==> src/rtl/ps2_pkg.sv <==
// Shared PS/2 receive definitions: frame FSM states, frame bit levels and the parity helper.
// Used by ps2_rx_fifo and ps2_sync_fifo.
package ps2_pkg;

    localparam int PS2_DATA_BITS = 8;

    localparam logic PS2_START_LEVEL = 1'b0;
    localparam logic PS2_STOP_LEVEL  = 1'b1;

    typedef enum logic [1:0] {
        IDLE   = 2'd0,
        DATA   = 2'd1,
        PARITY = 2'd2,
        STOP   = 2'd3
    } ps2_state_e;

    // PS/2 uses odd parity: data bits plus parity bit carry an odd number of ones.
    function automatic logic odd_parity_ok(input logic [PS2_DATA_BITS-1:0] data,
                                           input logic                     parity);
        return ^{data, parity};
    endfunction

endpackage

==> src/rtl/ps2_sync_fifo.sv <==
// Show-ahead receive FIFO for PS/2 bytes; DEPTH must be a power of two so pointers wrap naturally.
// Simultaneous push and pop on a full FIFO both succeed; a pop on an empty FIFO is ignored.
module ps2_sync_fifo
    import ps2_pkg::*;
#(
    parameter int DEPTH = 4
) (
    input  logic                       clk,
    input  logic                       reset,
    input  logic                       wr_en,
    input  logic [PS2_DATA_BITS-1:0]   wr_data,
    input  logic                       rd_en,
    output logic [PS2_DATA_BITS-1:0]   rd_data,
    output logic                       wr_accept,
    output logic                       empty,
    output logic                       full,
    output logic [$clog2(DEPTH+1)-1:0] count
);

    localparam int PW = $clog2(DEPTH);
    localparam int CW = $clog2(DEPTH+1);
    localparam logic [CW-1:0] DEPTH_C = CW'(DEPTH);

    logic [PS2_DATA_BITS-1:0] mem_q [DEPTH];
    logic [PW-1:0]            wr_ptr_q, wr_ptr_d;
    logic [PW-1:0]            rd_ptr_q, rd_ptr_d;
    logic [CW-1:0]            count_q, count_d;
    logic                     do_wr, do_rd;

    always_comb begin
        // NOTE: every signal written here gets a default first, so no path can infer a latch.
        do_rd    = rd_en && (count_q != '0);
        do_wr    = wr_en && ((count_q != DEPTH_C) || do_rd);
        wr_ptr_d = wr_ptr_q;
        rd_ptr_d = rd_ptr_q;
        count_d  = count_q;
        if (do_wr) begin
            wr_ptr_d = wr_ptr_q + 1'b1;
        end
        if (do_rd) begin
            rd_ptr_d = rd_ptr_q + 1'b1;
        end
        case ({do_wr, do_rd})
            2'b10:   count_d = count_q + 1'b1;
            2'b01:   count_d = count_q - 1'b1;
            default: count_d = count_q;
        endcase
    end

    always_ff @(posedge clk or posedge reset) begin
        // NOTE: state flops use non-blocking assignments so every flop samples pre-edge values.
        if (reset) begin
            wr_ptr_q <= '0;
            rd_ptr_q <= '0;
            count_q  <= '0;
        end else begin
            wr_ptr_q <= wr_ptr_d;
            rd_ptr_q <= rd_ptr_d;
            count_q  <= count_d;
        end
    end

    // NOTE: storage is deliberately not reset; pointers and count alone decide which entries are live.
    always_ff @(posedge clk) begin
        if (do_wr) begin
            mem_q[wr_ptr_q] <= wr_data;
        end
    end

    assign empty     = (count_q == '0);
    assign full      = (count_q == DEPTH_C);
    assign count     = count_q;
    assign wr_accept = do_wr;
    assign rd_data   = empty ? '0 : mem_q[rd_ptr_q];

endmodule

==> src/rtl/ps2_rx_fifo.sv <==
// PS/2 receive controller: line synchroniser, glitch filter, frame FSM with timeout, sticky flags and RX FIFO.
// Define PS2_PARITY_CHECK_EN to drop bytes with bad odd parity; otherwise the parity bit is ignored.
module ps2_rx_fifo
    import ps2_pkg::*;
#(
    parameter int DEPTH          = 4,
    parameter int SYNC_STAGES    = 2,
    parameter int FILTER_LEN     = 4,
    parameter int TIMEOUT_CYCLES = 20000
) (
    input  logic                       clk,
    input  logic                       reset,
    input  logic                       ps2_clk,
    input  logic                       ps2_data,
    input  logic                       rd_en,
    input  logic                       int_clear,
    input  logic                       err_clear,
    output logic [PS2_DATA_BITS-1:0]   data_out,
    output logic                       empty,
    output logic                       full,
    output logic [$clog2(DEPTH+1)-1:0] count,
    output logic                       valid,
    output logic                       interrupt,
    output logic                       overflow,
    output logic                       frame_err
);

    localparam int LINE_CLK  = 0;
    localparam int LINE_DATA = 1;
    localparam int FCW = (FILTER_LEN > 1) ? $clog2(FILTER_LEN) : 1;
    localparam logic [FCW-1:0] FILT_LAST = FCW'(FILTER_LEN - 1);
    localparam int TCW = $clog2(TIMEOUT_CYCLES + 1);
    localparam logic [TCW-1:0] TO_LAST = TCW'(TIMEOUT_CYCLES - 1);
    localparam int BCW = $clog2(PS2_DATA_BITS);
    localparam logic [BCW-1:0] BIT_LAST = BCW'(PS2_DATA_BITS - 1);

`ifdef PS2_PARITY_CHECK_EN
    localparam logic PARITY_BYPASS = 1'b0;
`else
    localparam logic PARITY_BYPASS = 1'b1;
`endif

    logic [1:0]                   raw_lines;
    logic [1:0][SYNC_STAGES-1:0]  sync_q, sync_d;
    logic [1:0][FCW-1:0]          fcnt_q, fcnt_d;
    logic [1:0]                   filt_q, filt_d;
    logic                         clk_prev_q, clk_prev_d;
    logic                         sample_evt;
    logic                         line_data;

    ps2_state_e                   state_q, state_d;
    logic [BCW-1:0]               bitcnt_q, bitcnt_d;
    logic [PS2_DATA_BITS-1:0]     shift_q, shift_d;
    logic                         parity_q, parity_d;
    logic [TCW-1:0]               to_cnt_q, to_cnt_d;
    logic                         timeout_hit;
    logic                         parity_ok;
    logic                         ferr_set;

    logic                         push_q, push_d;
    logic [PS2_DATA_BITS-1:0]     push_byte_q, push_byte_d;
    logic                         fifo_wr_accept;

    logic                         valid_q, valid_d;
    logic                         interrupt_q, interrupt_d;
    logic                         overflow_q, overflow_d;
    logic                         frame_err_q, frame_err_d;

    assign raw_lines = {ps2_data, ps2_clk};

    // A filtered line only follows its synchronised input after FILTER_LEN identical samples in a row.
    always_comb begin
        for (int i = 0; i < 2; i++) begin
            sync_d[i] = {sync_q[i][SYNC_STAGES-2:0], raw_lines[i]};
            filt_d[i] = filt_q[i];
            fcnt_d[i] = '0;
            if (sync_q[i][SYNC_STAGES-1] != filt_q[i]) begin
                if (fcnt_q[i] == FILT_LAST) begin
                    filt_d[i] = sync_q[i][SYNC_STAGES-1];
                end else begin
                    fcnt_d[i] = fcnt_q[i] + 1'b1;
                end
            end
        end
    end

    assign clk_prev_d  = filt_q[LINE_CLK];
    assign sample_evt  = clk_prev_q && !filt_q[LINE_CLK];
    assign line_data   = filt_q[LINE_DATA];
    assign timeout_hit = (state_q != IDLE) && (to_cnt_q == TO_LAST);
    assign parity_ok   = PARITY_BYPASS || odd_parity_ok(shift_q, parity_q);

    always_comb begin
        state_d     = state_q;
        bitcnt_d    = bitcnt_q;
        shift_d     = shift_q;
        parity_d    = parity_q;
        push_d      = 1'b0;
        push_byte_d = push_byte_q;
        ferr_set    = 1'b0;
        to_cnt_d    = '0;
        if (state_q != IDLE && !sample_evt) begin
            to_cnt_d = to_cnt_q + 1'b1;
        end
        if (sample_evt) begin
            case (state_q)
                IDLE: begin
                    if (line_data == PS2_START_LEVEL) begin
                        state_d  = DATA;
                        bitcnt_d = '0;
                    end else begin
                        ferr_set = 1'b1;
                    end
                end
                DATA: begin
                    shift_d  = {line_data, shift_q[PS2_DATA_BITS-1:1]};
                    bitcnt_d = bitcnt_q + 1'b1;
                    if (bitcnt_q == BIT_LAST) begin
                        state_d = PARITY;
                    end
                end
                PARITY: begin
                    parity_d = line_data;
                    state_d  = STOP;
                end
                STOP: begin
                    if (line_data == PS2_STOP_LEVEL && parity_ok) begin
                        push_d      = 1'b1;
                        push_byte_d = shift_q;
                    end else begin
                        ferr_set = 1'b1;
                    end
                    state_d = IDLE;
                end
                default: state_d = IDLE;
            endcase
        end else if (timeout_hit) begin
            ferr_set = 1'b1;
            state_d  = IDLE;
            shift_d  = '0;
            to_cnt_d = '0;
        end
    end

    ps2_sync_fifo #(
        .DEPTH (DEPTH)
    ) u_fifo (
        .clk       (clk),
        .reset     (reset),
        .wr_en     (push_q),
        .wr_data   (push_byte_q),
        .rd_en     (rd_en),
        .rd_data   (data_out),
        .wr_accept (fifo_wr_accept),
        .empty     (empty),
        .full      (full),
        .count     (count)
    );

    // Sticky flags: a set arriving in the same cycle as its clear takes priority.
    always_comb begin
        valid_d     = fifo_wr_accept;
        interrupt_d = fifo_wr_accept || (interrupt_q && !int_clear);
        overflow_d  = (push_q && !fifo_wr_accept) || (overflow_q && !err_clear);
        frame_err_d = ferr_set || (frame_err_q && !err_clear);
    end

    always_ff @(posedge clk or posedge reset) begin
        if (reset) begin
            sync_q      <= '1;
            fcnt_q      <= '0;
            filt_q      <= '1;
            clk_prev_q  <= 1'b1;
            state_q     <= IDLE;
            bitcnt_q    <= '0;
            shift_q     <= '0;
            parity_q    <= 1'b0;
            to_cnt_q    <= '0;
            push_q      <= 1'b0;
            push_byte_q <= '0;
            valid_q     <= 1'b0;
            interrupt_q <= 1'b0;
            overflow_q  <= 1'b0;
            frame_err_q <= 1'b0;
        end else begin
            sync_q      <= sync_d;
            fcnt_q      <= fcnt_d;
            filt_q      <= filt_d;
            clk_prev_q  <= clk_prev_d;
            state_q     <= state_d;
            bitcnt_q    <= bitcnt_d;
            shift_q     <= shift_d;
            parity_q    <= parity_d;
            to_cnt_q    <= to_cnt_d;
            push_q      <= push_d;
            push_byte_q <= push_byte_d;
            valid_q     <= valid_d;
            interrupt_q <= interrupt_d;
            overflow_q  <= overflow_d;
            frame_err_q <= frame_err_d;
        end
    end

    assign valid     = valid_q;
    assign interrupt = interrupt_q;
    assign overflow  = overflow_q;
    assign frame_err = frame_err_q;

endmodule

==> config.mk <==
export PLATFORM = sky130hd
export DESIGN_NAME = ps2_rx_fifo
export DESIGN_NICKNAME = d
export VERILOG_FILES = /design/src/rtl/ps2_pkg.sv /design/src/rtl/ps2_sync_fifo.sv /design/src/rtl/ps2_rx_fifo.sv
export SDC_FILE = /design/constraint.sdc
export NUM_CORES = 1
export LEC_CHECK = 0
export CAP_MARGIN = 20
export CORE_MARGIN = 1
export CORE_UTILIZATION = 55
export CTS_CLUSTER_SIZE = 14
export DETAILED_ROUTE_END_ITERATION = 8
export PLACE_DENSITY_LB_ADDON = 0.3
export SYNTH_ARGS = -nofsm -noshare
export SYNTH_HDL_FRONTEND = slang
export SYNTH_SLANG_ARGS = --single-unit
export TNS_END_PERCENT = 30
==> constraint.sdc <==
create_clock -name clk -period 3.1 [get_ports clk]
set_input_delay 0.465 -clock clk [delete_from_list [all_inputs] [get_ports clk]]
set_output_delay 0.465 -clock clk [all_outputs]
set_load 0.01 [all_outputs]
==> run summary <==
Synth Warn #: 0
PwrDens: 804.0 nW/um^2
Area contributors post-synth: dfrtp_1, edfxtp_1, dfstp_2
# fillers: 519
RSZ-0062 raised after global routing: no
layout cells sized above 1: 18.85%
Avg Cell Area, Syn: 14.11 um^2
count leader, synth: dfrtp_1
FF-to-FF path depth: 9
top post-synthesis cells by count: dfrtp_1, edfxtp_1, inv_1, nor2b_1
area leader, netlist: dfrtp_1
Peak VDD IR: 0.4658 mV
Final Max Tran Viols: 0
Setup TNS: 0 ns
DP Wirelength: 4209 um
Worst EP arrival: 2.22 ns
Core Region: 6832 um^2
Fmax achieved: 371.8 MHz
worst hold path depth: 0
Slew headroom: 59.30%
vias: 2,113
Sequential Area: 2446 um^2
Critical Path Start Type: flip-flop
DR pass1 iterations: 4
Hold EP: sync_q[3]
Max FO, Critical Path: 10
Worst Setup SP: u_fifo.rd_ptr_q[0]
clock sink total: 91
TritonCTS Buffers: 9
Most used DFF post-synth: dfrtp_1
worst path cell trace: mux4_2 -> nor2b_1 -> clkdlybuf4s50_1
die area: 7448 um^2
Residual DRC: 0
Pleak: 1.869 nW
run status: completed
Netlist cell types: 39
# setup viols final: 0
FF-to-FF Start: u_fifo.count[0]
postcts setup bufs: 0
area grow syn2layout: 14.50%
WL final: 5932 um
Skew-Pair Late Insertion Delay: 0.34 ns
Yosys reg bits: 91
number of global-route vias before repair: 2,124
Max Cap Violations: 0
skew final: 0.008590 ns
Clock Tree Buf Depth: 2
# IOs: 24
Reg2Reg Setup Slack: 0.92 ns
Initial Util: 57.22%
worst path bufs/invs: 1
EDFF count, synth: 32
cell row count: 30
Chip Height: 86.30 um
DP Worst Slack: 0.6687 ns
global-route usage over all layers: 17.78%
Seq/Total Area, Yosys: 62.58%
PortBufs: 23
worst slew pin tran: 0.6096 ns
Remaining Overflow, GRT: 0
Hold Fails Final Rpt: 0
placer congestion estimate: 0.7406
TritonCTS clock tree: built
Ant. Diodes: 0
r2r endpoint: u_fifo.count[2]
hold_buf cts: 0
critical setup path kind: flip-flop to primary output
initial DRC count: 100
H-tree Lvls: 3
Die W: 86.30 um
Hold Startpoint: sync_d[3]
setup ws final: 0.4106 ns
post-CTS resize count: 0
post-synthesis net count: 299
wire length per cell: 14.50 um
CP delay by family, top: flip-flops
fin nets: 330
CP endpoint kind: primary output
antenna violations before repair: 0
top cell type's share of synthesized area: 33.29%
antenna viol nets, final: 0
Worst-path clk slew: 0.09 ns
multi-input logic area: 1361 um^2
Syn Inst Count: 277
Vias/cell: 5.166
first-pass GRT wire length: 9853 um
final worst-path cycle share: 86.75%
asr flop ratio synth: 64.84%
clock root buffer: clkbuf_8
Final min period: 2.689 ns
Slowest Stage Delay on Critical Path: 0.70 ns
HP Class: flip-flop to flip-flop
critical path's slowest cell: dfrtp_1
Mapped Area: 3909 um^2
largest net degree at the start of global routing: 29
Worst Path Required: 2.63 ns
cells in the final DEF, fill, tap and decap left out, types with 2 or more instances in the layout:
cell,netlist,final
nor4_1,3,3
inv_2,1,2
a22o_1,12,12
buf_4,0,3
nor2b_1,15,15
nand2_1,10,10
ha_1,14,14
nor2_1,8,8
inv_6,0,2
nor3_1,8,8
nand3_1,8,8
xor2_1,7,7
nand4_1,4,4
mux4_2,8,8
clkbuf_8,0,9
xnor2_1,14,14
nor2_2,10,10
inv_1,15,14
nand2b_1,5,5
bufinv_16,0,2
clkdlybuf4s50_1,0,23
o21ai_0,6,6
edfxtp_1,32,32
and2_1,5,5
dfrtp_1,52,52
mux2_2,9,9
a21oi_1,4,4
dfstp_2,7,7
nor3b_1,2,2
layout make-up:
type	count	area share, %
flip-flops and latches	91	54.65
multi-input cells	164	30.42
repair buffers	26	5.647
clock buffers	11	3.411
well taps	96	2.684
clock inverters	5	1.845
inverters	16	1.342
stage by stage:
stage / util, % / hold slack (ns) / cells / power [mW] / instance area (um^2)
after floorplan: - / 0.3452 / 277 / 2.396 / 3909
after global placement: 62.07 / 0.3473 / 393 / 2.670 / 4240
after detailed placement: 62.07 / 0.3481 / 393 / 2.721 / 4240
after CTS: 65.51 / 0.3607 / 409 / 3.642 / 4476
after global routing: 65.51 / 0.3621 / 409 / 3.804 / 4476
final: 65.51 / 0.3599 / 409 / 3.598 / 4476
routing by layer:
| metal | up-vias | part of all wire, % | track usage [%] |
|---|---|---|---|
| met5 | - | 0 | 0 |
| met4 | 0 | 1.1 | 6.818 |
| met3 | 4 | 2.2 | 4.286 |
| met2 | 19 | 50 | 29.87 |
| met1 | 1045 | 46 | 22.52 |
| li1 | 1045 | - | - |
power by group:
part	switching (mW)	leakage, nW	internal, mW
logic	0.469	0.659	0.553
registers	0.210	1.09	1.45
clock network	0.407	0.119	0.508
worst max-delay path by stage:
stage / cells after the start / slack [ns] / endpoint
floorplan: 8 / 0.78 / u_fifo.count[2]
global placement: 8 / 0.69 / u_fifo.count[2]
detailed placement: 8 / 0.67 / u_fifo.count[2]
CTS: 3 / 0.37 / data_out[5]
global route: 3 / 0.30 / data_out[5]
finish: 3 / 0.41 / data_out[5]
logic make-up after synthesis:
logic type,synth area share (%)
DFF,62.58
and+or+nand+nor,12.71
AOI/OAI and AO/OA,4.674
buffers and inverters,2.593
xor gates and xnor gates,4.706
muxes,7.746
adders and majority gates,4.994
sequential cells by signal, summed over array words and instances (netlist names), 2 cells and up:
name,flops
u_fifo.mem_q,32
to_cnt_q,15
push_byte_q,8
shift_q,8
fcnt_q,4
bitcnt_q,3
u_fifo.count,3
filt_q,2
state_q,2
sync_d,2
sync_q,2
u_fifo.rd_ptr_q,2
u_fifo.wr_ptr_q,2
worst register-to-register path: stages (launching register included):
cell and delay [ns]:
dfrtp_1 0.44, nor3b_1 0.24, nor2b_1 0.20, nand2b_1 0.19, ha_1 0.20, inv_1 0.06
fa_1 0.37, xor2_1 0.15, nor2_1 0.12, xor2_1 0.15
No activity file was read; power rests on OpenSTA's default activity.
